**config.mk**
```make
export PLATFORM = sky130hd
export DESIGN_NAME = seg7_count_monitor
export DESIGN_NICKNAME = d
export VERILOG_FILES = /design/src/rtl/seg7_count_monitor.sv
export SDC_FILE = /design/constraint.sdc
export NUM_CORES = 1
export LEC_CHECK = 0
export ABC_AREA = 1
export BUFFER_PORTS_ARGS = -buffer_cell sky130_fd_sc_hd__buf_2
export CAP_MARGIN = 5
export CORE_ASPECT_RATIO = 2
export CORE_MARGIN = 3
export CORE_UTILIZATION = 29
export DETAILED_ROUTE_END_ITERATION = 12
export PLACE_DENSITY = 0.5
export SLEW_MARGIN = 20
export SYNTH_ARGS = -nofsm -noshare
export SYNTH_HDL_FRONTEND = slang
export SYNTH_SLANG_ARGS = --single-unit
```
**constraint.sdc**
```tcl
create_clock -name clk -period 1.9 [get_ports clk]
set_input_delay 0.475 -clock clk [delete_from_list [all_inputs] [get_ports clk]]
set_output_delay 0.475 -clock clk [all_outputs]
set_load 0.01 [all_outputs]
```
**src/rtl/seg7_count_monitor.sv**
```systemverilog
// seg7_count_monitor
//   Receive-side checker for a seven-segment counter display bus. The raw
//   segment pattern is sampled each cycle. Once it has held stable for
//   STABLE_CYCLES consecutive samples, it is decoded back to a BCD digit.
//   Accepted digits are checked against the mod-10 up-count order, and
//   9->0 wraps are counted.
//
// Ports
//   clk          system clock, rising edge
//   reset        synchronous, active-high reset
//   led[6:0]     segment pattern {g,f,e,d,c,b,a}
//   digit[3:0]   last accepted digit 0..9
//   digit_valid  1-cycle pulse: a new digit was accepted
//   invalid_pat  1-cycle pulse: a stable pattern that is neither a digit nor blank was accepted
//   seq_err      1-cycle pulse: the accepted digit is not the expected successor
//   wrap_cnt     saturating count of 9->0 transitions
module seg7_count_monitor #(
  parameter int STABLE_CYCLES = 4,
  parameter bit ACTIVE_LOW    = 1'b1,
  parameter int WRAP_W        = 8
) (
  input  logic              clk,
  input  logic              reset,
  input  logic [6:0]        led,
  output logic [3:0]        digit,
  output logic              digit_valid,
  output logic              invalid_pat,
  output logic              seq_err,
  output logic [WRAP_W-1:0] wrap_cnt
);

  localparam int RUN_W = $clog2(STABLE_CYCLES + 1);

  typedef enum logic {IDLE, TRACK} state_t;

  // Decode an active-high pattern to {is_digit, digit}.
  function automatic logic [4:0] decode(input logic [6:0] p);
    case (p)
      7'h3F:   decode = {1'b1, 4'd0};
      7'h06:   decode = {1'b1, 4'd1};
      7'h5B:   decode = {1'b1, 4'd2};
      7'h4F:   decode = {1'b1, 4'd3};
      7'h66:   decode = {1'b1, 4'd4};
      7'h6D:   decode = {1'b1, 4'd5};
      7'h7D:   decode = {1'b1, 4'd6};
      7'h07:   decode = {1'b1, 4'd7};
      7'h7F:   decode = {1'b1, 4'd8};
      7'h6F:   decode = {1'b1, 4'd9};
      default: decode = {1'b0, 4'd0};
    endcase
  endfunction

  function automatic logic [3:0] succ(input logic [3:0] d);
    succ = (d == 4'd9) ? 4'd0 : d + 4'd1;
  endfunction

  function automatic logic [WRAP_W-1:0] sat_inc(input logic [WRAP_W-1:0] v);
    sat_inc = (&v) ? v : v + 1'b1;
  endfunction

  logic [6:0]        led_q;
  logic [6:0]        last_acc;
  logic              last_acc_vld;
  logic [RUN_W-1:0]  run;
  logic [RUN_W-1:0]  run_d;
  logic [3:0]        exp_digit;
  state_t            state, state_d;

  logic [6:0]        pat;
  logic [4:0]        dec;
  logic              accept;

  logic [3:0]        digit_d, exp_digit_d;
  logic [WRAP_W-1:0] wrap_d;
  logic              dv_d, inv_d, seq_d;

  assign pat = ACTIVE_LOW ? ~led : led;
  assign dec = decode(pat);

  // The edge that takes run from STABLE_CYCLES-1 to STABLE_CYCLES is the
  // only one that can accept, so a long stable run fires at most once.
  // Comparing against the last accepted pattern stops a glitch that
  // returns to the same pattern from being accepted twice.
  assign accept = (run == RUN_W'(STABLE_CYCLES - 1)) && (led == led_q) &&
                  (!last_acc_vld || (led != last_acc));

  always_comb begin
    run_d = run;
    if ((run == '0) || (led != led_q))
      run_d = RUN_W'(1);
    else if (run != RUN_W'(STABLE_CYCLES))
      run_d = run + RUN_W'(1);
  end

  always_comb begin
    state_d     = state;
    digit_d     = digit;
    exp_digit_d = exp_digit;
    wrap_d      = wrap_cnt;
    dv_d        = 1'b0;
    inv_d       = 1'b0;
    seq_d       = 1'b0;
    if (accept) begin
      if (dec[4]) begin
        digit_d     = dec[3:0];
        dv_d        = 1'b1;
        exp_digit_d = succ(dec[3:0]);
        state_d     = TRACK;
        if (state == TRACK) begin
          seq_d = (dec[3:0] != exp_digit);
          // digit still holds the previous accepted digit here
          if ((dec[3:0] == 4'd0) && (digit == 4'd9))
            wrap_d = sat_inc(wrap_cnt);
        end
      end else if (pat == 7'h00) begin
        state_d = IDLE;
      end else begin
        inv_d   = 1'b1;
        state_d = IDLE;
      end
    end
  end

  // Stage 0: input sample, stability tracking, decode results registered
  always_ff @(posedge clk) begin
    if (reset) begin
      led_q        <= '0;
      run          <= '0;
      last_acc     <= '0;
      last_acc_vld <= 1'b0;
      state        <= IDLE;
      digit        <= '0;
      exp_digit    <= '0;
      wrap_cnt     <= '0;
      digit_valid  <= 1'b0;
      invalid_pat  <= 1'b0;
      seq_err      <= 1'b0;
    end else begin
      led_q       <= led;
      run         <= run_d;
      state       <= state_d;
      digit       <= digit_d;
      exp_digit   <= exp_digit_d;
      wrap_cnt    <= wrap_d;
      digit_valid <= dv_d;
      invalid_pat <= inv_d;
      seq_err     <= seq_d;
      if (accept) begin
        last_acc     <= led;
        last_acc_vld <= 1'b1;
      end
    end
  end

endmodule

```
==> results of run 1 <==
==> stage by stage <==
step | util (%) | hold slack, ps
after floorplan | - | 444
after global placement | 37.8 | 465
after detailed placement | 37.8 | 466
after CTS | 39.7 | 475
after global routing | 40.1 | 508
final | 40.1 | 471
==> power breakdown <==
part / internal [mW] / total, mW / switching (mW)
Sequential: 0.806 / 0.811 / 0.00477
Clock: 0.474 / 0.804 / 0.330
Combinational: 0.0899 / 0.208 / 0.118
Total: 1.37 / 1.82 / 0.453
==> state kept, by name (all words and copies together), names as in the netlist <==
name / flops
last_acc_vld: 1
invalid_pat: 1
led_q: 7
digit: 4
exp_digit: 4
digit_valid: 1
run: 3
state: 1
wrap_cnt: 8
seq_err: 1
last_acc: 7
==> how the worst max path moves through the flow <==
stage	to	from	cells after the start
floorplan	wrap_cnt[0]$_SDFFE_PP0P_	led[6]	9
CTS	wrap_cnt[3]$_SDFFE_PP0P_	run[0]$_SDFFE_PP0P_	7
global placement	wrap_cnt[3]$_SDFFE_PP0P_	led[4]	11
detailed placement	wrap_cnt[7]$_SDFFE_PP0P_	led[0]	11
finish	wrap_cnt[7]$_SDFFE_PP0P_	run[0]$_SDFFE_PP0P_	8
global route	wrap_cnt[7]$_SDFFE_PP0P_	led[0]	12
==> layer usage <==
layer	up-vias	GRT usage [%]	wire (µm)
met5	-	0	0
met3	11	3.08	177
li1	1192	-	-
met4	0	7.85	175
met2	37	30.5	3610
met1	1023	13.0	2100
==> Yosys cell counts <==
library cell	n	share of area, %
a211oi_1	1	0.33
a21oi_1	25	5.6
a31oi_1	2	0.56
and2_1	1	0.28
and3_1	1	0.28
buf_1	1	0.17
buf_2	1	0.22
buf_4	2	0.67
buf_6	1	0.50
clkbuf_1	2	0.33
clkinv_1	1	0.17
dfxtp_1	38	34
ha_1	4	2.2
inv_1	30	5.0
inv_2	11	1.8
nand2_1	71	12
nand2_2	5	1.4
nand2_4	1	0.50
nand3_1	20	4.5
nand3_2	2	0.89
nand3_4	2	1.6
nand4_1	3	0.84
nor2_1	45	7.5
nor2_2	4	1.1
nor2_4	6	3.0
nor2_8	1	0.89
nor3_1	3	0.67
nor3_2	2	0.89
nor4_1	1	0.28
o211ai_1	1	0.33
o21ai_0	21	4.7
o21ai_1	5	1.1
xnor2_1	12	4.7
xor2_1	3	1.2
==> cells by family after synthesis <==
kind of cell             after synthesis  share of synthesized area, %
adder cells (fa/ha/maj)                4                          2.23
AND/OR/NAND/NOR                      168                          36.5
XOR/XNOR                              15                          5.86
AO/OA/AOI/OAI                         55                          12.6
flip-flops                            38                          33.9
buffers and inverters                 49                          8.92
==> tightest hold or removal path, cell delays in order, from the launching register on <==
cell     delay (ps)
dfxtp_1         310
inv_1            60
a21oi_1          60
==> layout make-up <==
type,count,share of cell area (%)
multi-input combinational,242,44.1
tap,92,3.89
clock inverter,2,0.338
sequential,38,25.7
clock buffer,5,4.23
timing repair buffer,72,16.4
inverter,42,5.33
==> timing repair <==
action	in CTS	in global routing
setup buffers	0	1
gates resized for setup	0	7
endpoints found under the setup margin	0	8
hold buffers	0	0
==> key figures, run 1 <==
Power
  – Maximum vdd drop: 0.516 mV
  – Pleak: 1.37 nW
  – Tot Pwr: 1.82 mW
  – Power per Cell Area: 616 nW/µm²

Critical path
  – CP cell instances: ha_1, ha_1, inv_1, nor3_2, nand3_4, nor2_4, nand3_1, a21oi_1
  – Worst setup EP type: register
  – CP max FO: 6
  – Top Family by Delay on Critical Path: simple AND/OR/NAND/NOR gates
  – Buf/Inv on CP: 1
  – WS Path Type: reg -> reg
  – Crit path max-delay cell type: dfxtp_1
  – Critical Path AT: 2010 ps
  – Worst R2R Start: run[0]$_SDFFE_PP0P_
  – Reg-to-reg setup timing slack: between 100 and 150 ps
  – FF-to-FF End: wrap_cnt[7]$_SDFFE_PP0P_
  – R2R cell count: 8
  – Most frequent CP cell: ha_1
  – Worst setup SP type: register
  – Critical Path RT: 2120 ps
  – Max stage delay on crit path: 370 ps

Routing
  – Pre-antenna DRT Iters: 4
  – Post-route ant nets: 0
  – Vias per Instance: between 4 and 5
  – Routed wire length: about 6.1 mm
  – Post-route DRC violation count: 0
  – DR WL/cell: 12.3 µm
  – DRT iter0 DRCs: 94
  – Total number of vias: 2263

Logic synthesis
  – Mapped Area: 2240 µm²
  – Syn Inst Count: 329
  – Avg Cell Area, Syn: 6.82 µm²
  – #FFs+latches synth: 38
  – Yosys warnings: 0
  – Library cells used by synthesis: 34
  – Register area share after synthesis: 33.9%
  – Syn nets: 342

Timing
  – Final worst path period share: a little over nine tenths
  – Setup TNS: 0 ps
  – FMAX: around 560 MHz
  – Setup Skew: between 4 and 5 ps
  – Final worst slack: 111 ps
  – Slew @ Worst Pin: 305 ps
  – Slew Viols, Final: 0
  – Slew HR: about four fifths
  – Hold Vio Cnt, Final: 0
  – Setup-failing EPs final: 0
  – Final min period: 1790 ps
  – RSZ-0062 raised after global routing: false

GRT
  – GR Overflow Total: 0
  – Maximum number of pins on one net before global-route repair: 18
  – Global Route Usage Sum: 15.2%
  – Number of global-route vias before repair: 2177
  – Initial antenna violation count: 0
  – First-pass GRT wire length: 9.77 mm

Die
  – Initial core utilization: 30.4%
  – Core Region: ~7400 µm²
  – Die height: approximately 130 µm
  – Die area: 8890 µm²
  – Row Count: between 40 and 50
  – Num ports: 24
  – Die Wd: 68.2 µm

Clocking
  – H-Tree Depth: 2
  – Clock sinks: 38
  – CTS tree: built
  – CTS buffer count: 5
  – Clk_lat worst skew: 290 ps
  – CTS max path bufs: 2
  – Root Buffer: clkbuf_16
  – Clock transition at the registers of the reported paths: 60 ps

Final layout
  – Number of non-filler instances in the completed layout: 493
  – Most frequent cells in the layout: nand2_1, buf_4, nor2_1, dfxtp_1, inv_1
  – Area of the multi-input gates: 1300 µm²
  – Most common cell after layout, fill and taps aside: nand2_1
  – Layout cell share with drive strength beyond 1: 29.4%
  – Fillers: between 800 and 900
  – Register area: between 700 and 800 µm²
  – Ant diodes: 0
  – Area Overhead vs Synth: 31.8%
  – Final-stage net count: 414
  – Final Instance Area: roughly 3000 µm²

Hold path
  – HP Start: last_acc[0]$_SDFFE_PP0N_
  – WHS Path Cells: 2
  – Hold Path Class: reg -> reg
  – Hold EP: last_acc[0]$_SDFFE_PP0N_

Placement
  – Area after DPL: between 2000 and 3000 µm²
  – Routability Congestion: 0.824
  – Final HPWL DP: 4.98 mm
  – Setup WS pre-CTS: -196 ps
  – Port bufs: 23
  – Placed cell count: 485

Run status
  – Status: finished, final reports clean

Flow run
  – Max-cap viol count: 0
No activity file was read; power rests on OpenSTA's default activity.
==> inputs of run 2 (changes only) <==
- PLACE_DENSITY: 0.5 -> 0.52
- SETUP_SLACK_MARGIN: unset -> 0.15
- SKIP_CTS_REPAIR_TIMING: unset -> 1
==> run 2 against run 1 <==
Compared with the run above:
- critical path depth grew 6
- total power grew 19%
- clock skew is essentially flat
- largest power group is now clock
- global-route usage up 0.54 points
==> key figures, run 2 (synthesized netlist as in run 1, its figures left out) <==
Die
  – Die height: 130 µm
  – Num ports: 24
  – Initial core utilization: 30.4%
  – Row Count: 44
  – Die Wd: 68.2 µm
  – Core Region: 7380 µm²
  – Die area: 8890 µm²

Final layout
  – Fillers: 781
  – Largest regs: wrap_cnt (8), last_acc (7), led_q (7)
  – Most frequent cells in the layout: nand2_1, buf_4, nor2_1, dfxtp_1, inv_1
  – Layout cell share with drive strength beyond 1: 38.5%
  – Area Overhead vs Synth: 43.4%
  – Most common cell after layout, fill and taps aside: nand2_1
  – Ant diodes: 0
  – Max reg flops: 8
  – Largest Register: wrap_cnt
  – Final-stage net count: 412

Power
  – Net switching power: 0.475 mW
  – Pint: 1.69 mW
  – Flop pwr share: a little under two fifths
  – Comb power frac: 10.8%
  – Tot Pwr: around 2.2 mW
  – Power per Cell Area: approximately 670 nW/µm²
  – Switching power share of the total: around 22%
  – Clk pwr share: 51.8%
  – Pleak: ~1.4 nW
  – Maximum vdd drop: 0.391 mV

Routing
  – Routed wire length: between 6 and 7 mm
  – Pre-antenna DRT Iters: 4
  – Post-route DRC violation count: 0
  – DRT iter0 DRCs: 62
  – Post-route ant nets: 0
  – Vias per Instance: 4.67
  – Total number of vias: 2297
  – DR WL/cell: 12.7 µm

Critical path
  – CP max FO: 6
  – Reg-to-reg setup timing slack: 220 ps
  – Crit path max-delay cell type: nor2_4
  – Max stage delay on crit path: 220 ps
  – Worst Setup SP: led[6]
  – Most frequent CP cell: nand2_2
  – WS Path Type: in -> reg
  – Critical Path RT: 2120 ps
  – CP cell instances: buf_4, buf_6, inv_2, nand2_1, nor2_2, nand2_1, nand2_2, inv_2, nand2_2, nor2_4, nand2_2, nor2_4, nand3_1, a21oi_1
  – FF-to-FF End: wrap_cnt[5]$_SDFFE_PP0P_
  – Worst setup EP type: register
  – Worst setup SP type: primary input
  – R2R cell count: 9
  – Worst R2R Start: led_q[6]$_SDFF_PP0_
  – Critical Path AT: 1920 ps

Clocking
  – Clk_lat worst skew: ~280 ps
  – Clock sinks: 38
  – Root Buffer: clkbuf_16
  – CTS tree: built
  – Clock transition at the registers of the reported paths: 60 ps
  – H-Tree Depth: 2
  – CTS buffer count: 5
  – CTS max path bufs: 2

Timing
  – Final min period: 1700 ps
  – Setup Skew: 3.91 ps
  – Final worst path period share: 89.6%
  – Hold Vio Cnt, Final: 0
  – FMAX: 587 MHz
  – Setup-failing EPs final: 0
  – Slew Viols, Final: 0
  – Slew @ Worst Pin: 312 ps
  – Setup TNS: 0 ps
  – Slew HR: between 70% and 80%
  – RSZ-0062 raised after global routing: true

GRT
  – Global Route Usage Sum: 15.7%
  – First-pass GRT wire length: 10.4 mm
  – Maximum number of pins on one net before global-route repair: 18
  – Number of global-route vias before repair: 2247
  – GR Overflow Total: 0
  – Initial antenna violation count: 0

Hold path
  – WHS Path Cells: 3
  – Hold EP: led_q[1]$_SDFF_PP0_
  – Hold Path Class: in -> reg
  – HP Start: led[1]

Flow run
  – Max-cap viol count: 0

Placement
  – Port bufs: 23
  – Final HPWL DP: 4.98 mm
  – Routability Congestion: 0.880

Run status
  – Status: finished, final reports clean
run 2: changes by cell type in the layout (fill, tap and decap cells not counted), sizes merged:
cell and change:
bufinv +2, clkinv -2, buf -1
run 2: layer usage:
metal,GRT usage [%],share of wire (%),vias up
met5,0,0,-
met4,8.44,4.3,0
met3,2.48,2.6,19
met2,29.9,58,39
met1,15.3,36,1052
li1,-,-,1187
run 2: cell type report:
| type | instances | area (µm²) | share of cell area (%) |
|---|---|---|---|
| multi-input combinational | 242 | 1480 | 46.1 |
| sequential | 38 | 764 | 23.8 |
| timing repair buffer | 70 | 492 | 15.3 |
| inverter | 42 | 163 | 5.06 |
| clock buffer | 6 | 139 | 4.32 |
| tap | 92 | 115 | 3.58 |
| clock inverter | 2 | 60.1 | 1.87 |
run 2: worst max-delay path, delay by kind of cell:
| kind | cells | cell delay [ps] |
|---|---|---|
| buf+inv | 4 | 410 |
| simple gates | 9 | 910 |
| compound gates | 1 | 130 |
run 2: how the worst max path moves through the flow:
stage	to	slack [ps]	cells past startpoint
final	wrap_cnt[5]$_SDFFE_PP0P_	200	14
after global routing	wrap_cnt[5]$_SDFFE_PP0P_	90	14
after CTS	wrap_cnt[4]$_SDFFE_PP0P_	80	7
after detailed placement	wrap_cnt[4]$_SDFFE_PP0P_	-180	10
after global placement	wrap_cnt[2]$_SDFFE_PP0P_	-140	12
after floorplan	wrap_cnt[0]$_SDFFE_PP0P_	160	9
run 2: power by group through the flow:
stage	logic (mW)	registers (mW)	clock network [mW]
after floorplan	0.113	0.827	0
after global placement	0.208	0.828	0
after detailed placement	0.209	0.828	0
after CTS	0.210	0.811	1.15
after global routing	0.260	0.812	1.18
final	0.235	0.812	1.12
run 2: metrics by stage:
stage          cells  hold slack [ps]  worst slack (ps)  util, %  cell area [µm²]
2_1_floorplan    329              444               158        -             2240
3_3_place_gp     482              462              -144     37.7             2780
3_5_place_dp     482              473              -177     37.7             2780
4_1_cts          490              482              77.9     40.4             2980
5_1_grt          492              503              88.6     43.6             3220
6_report         492              476               197     43.6             3220
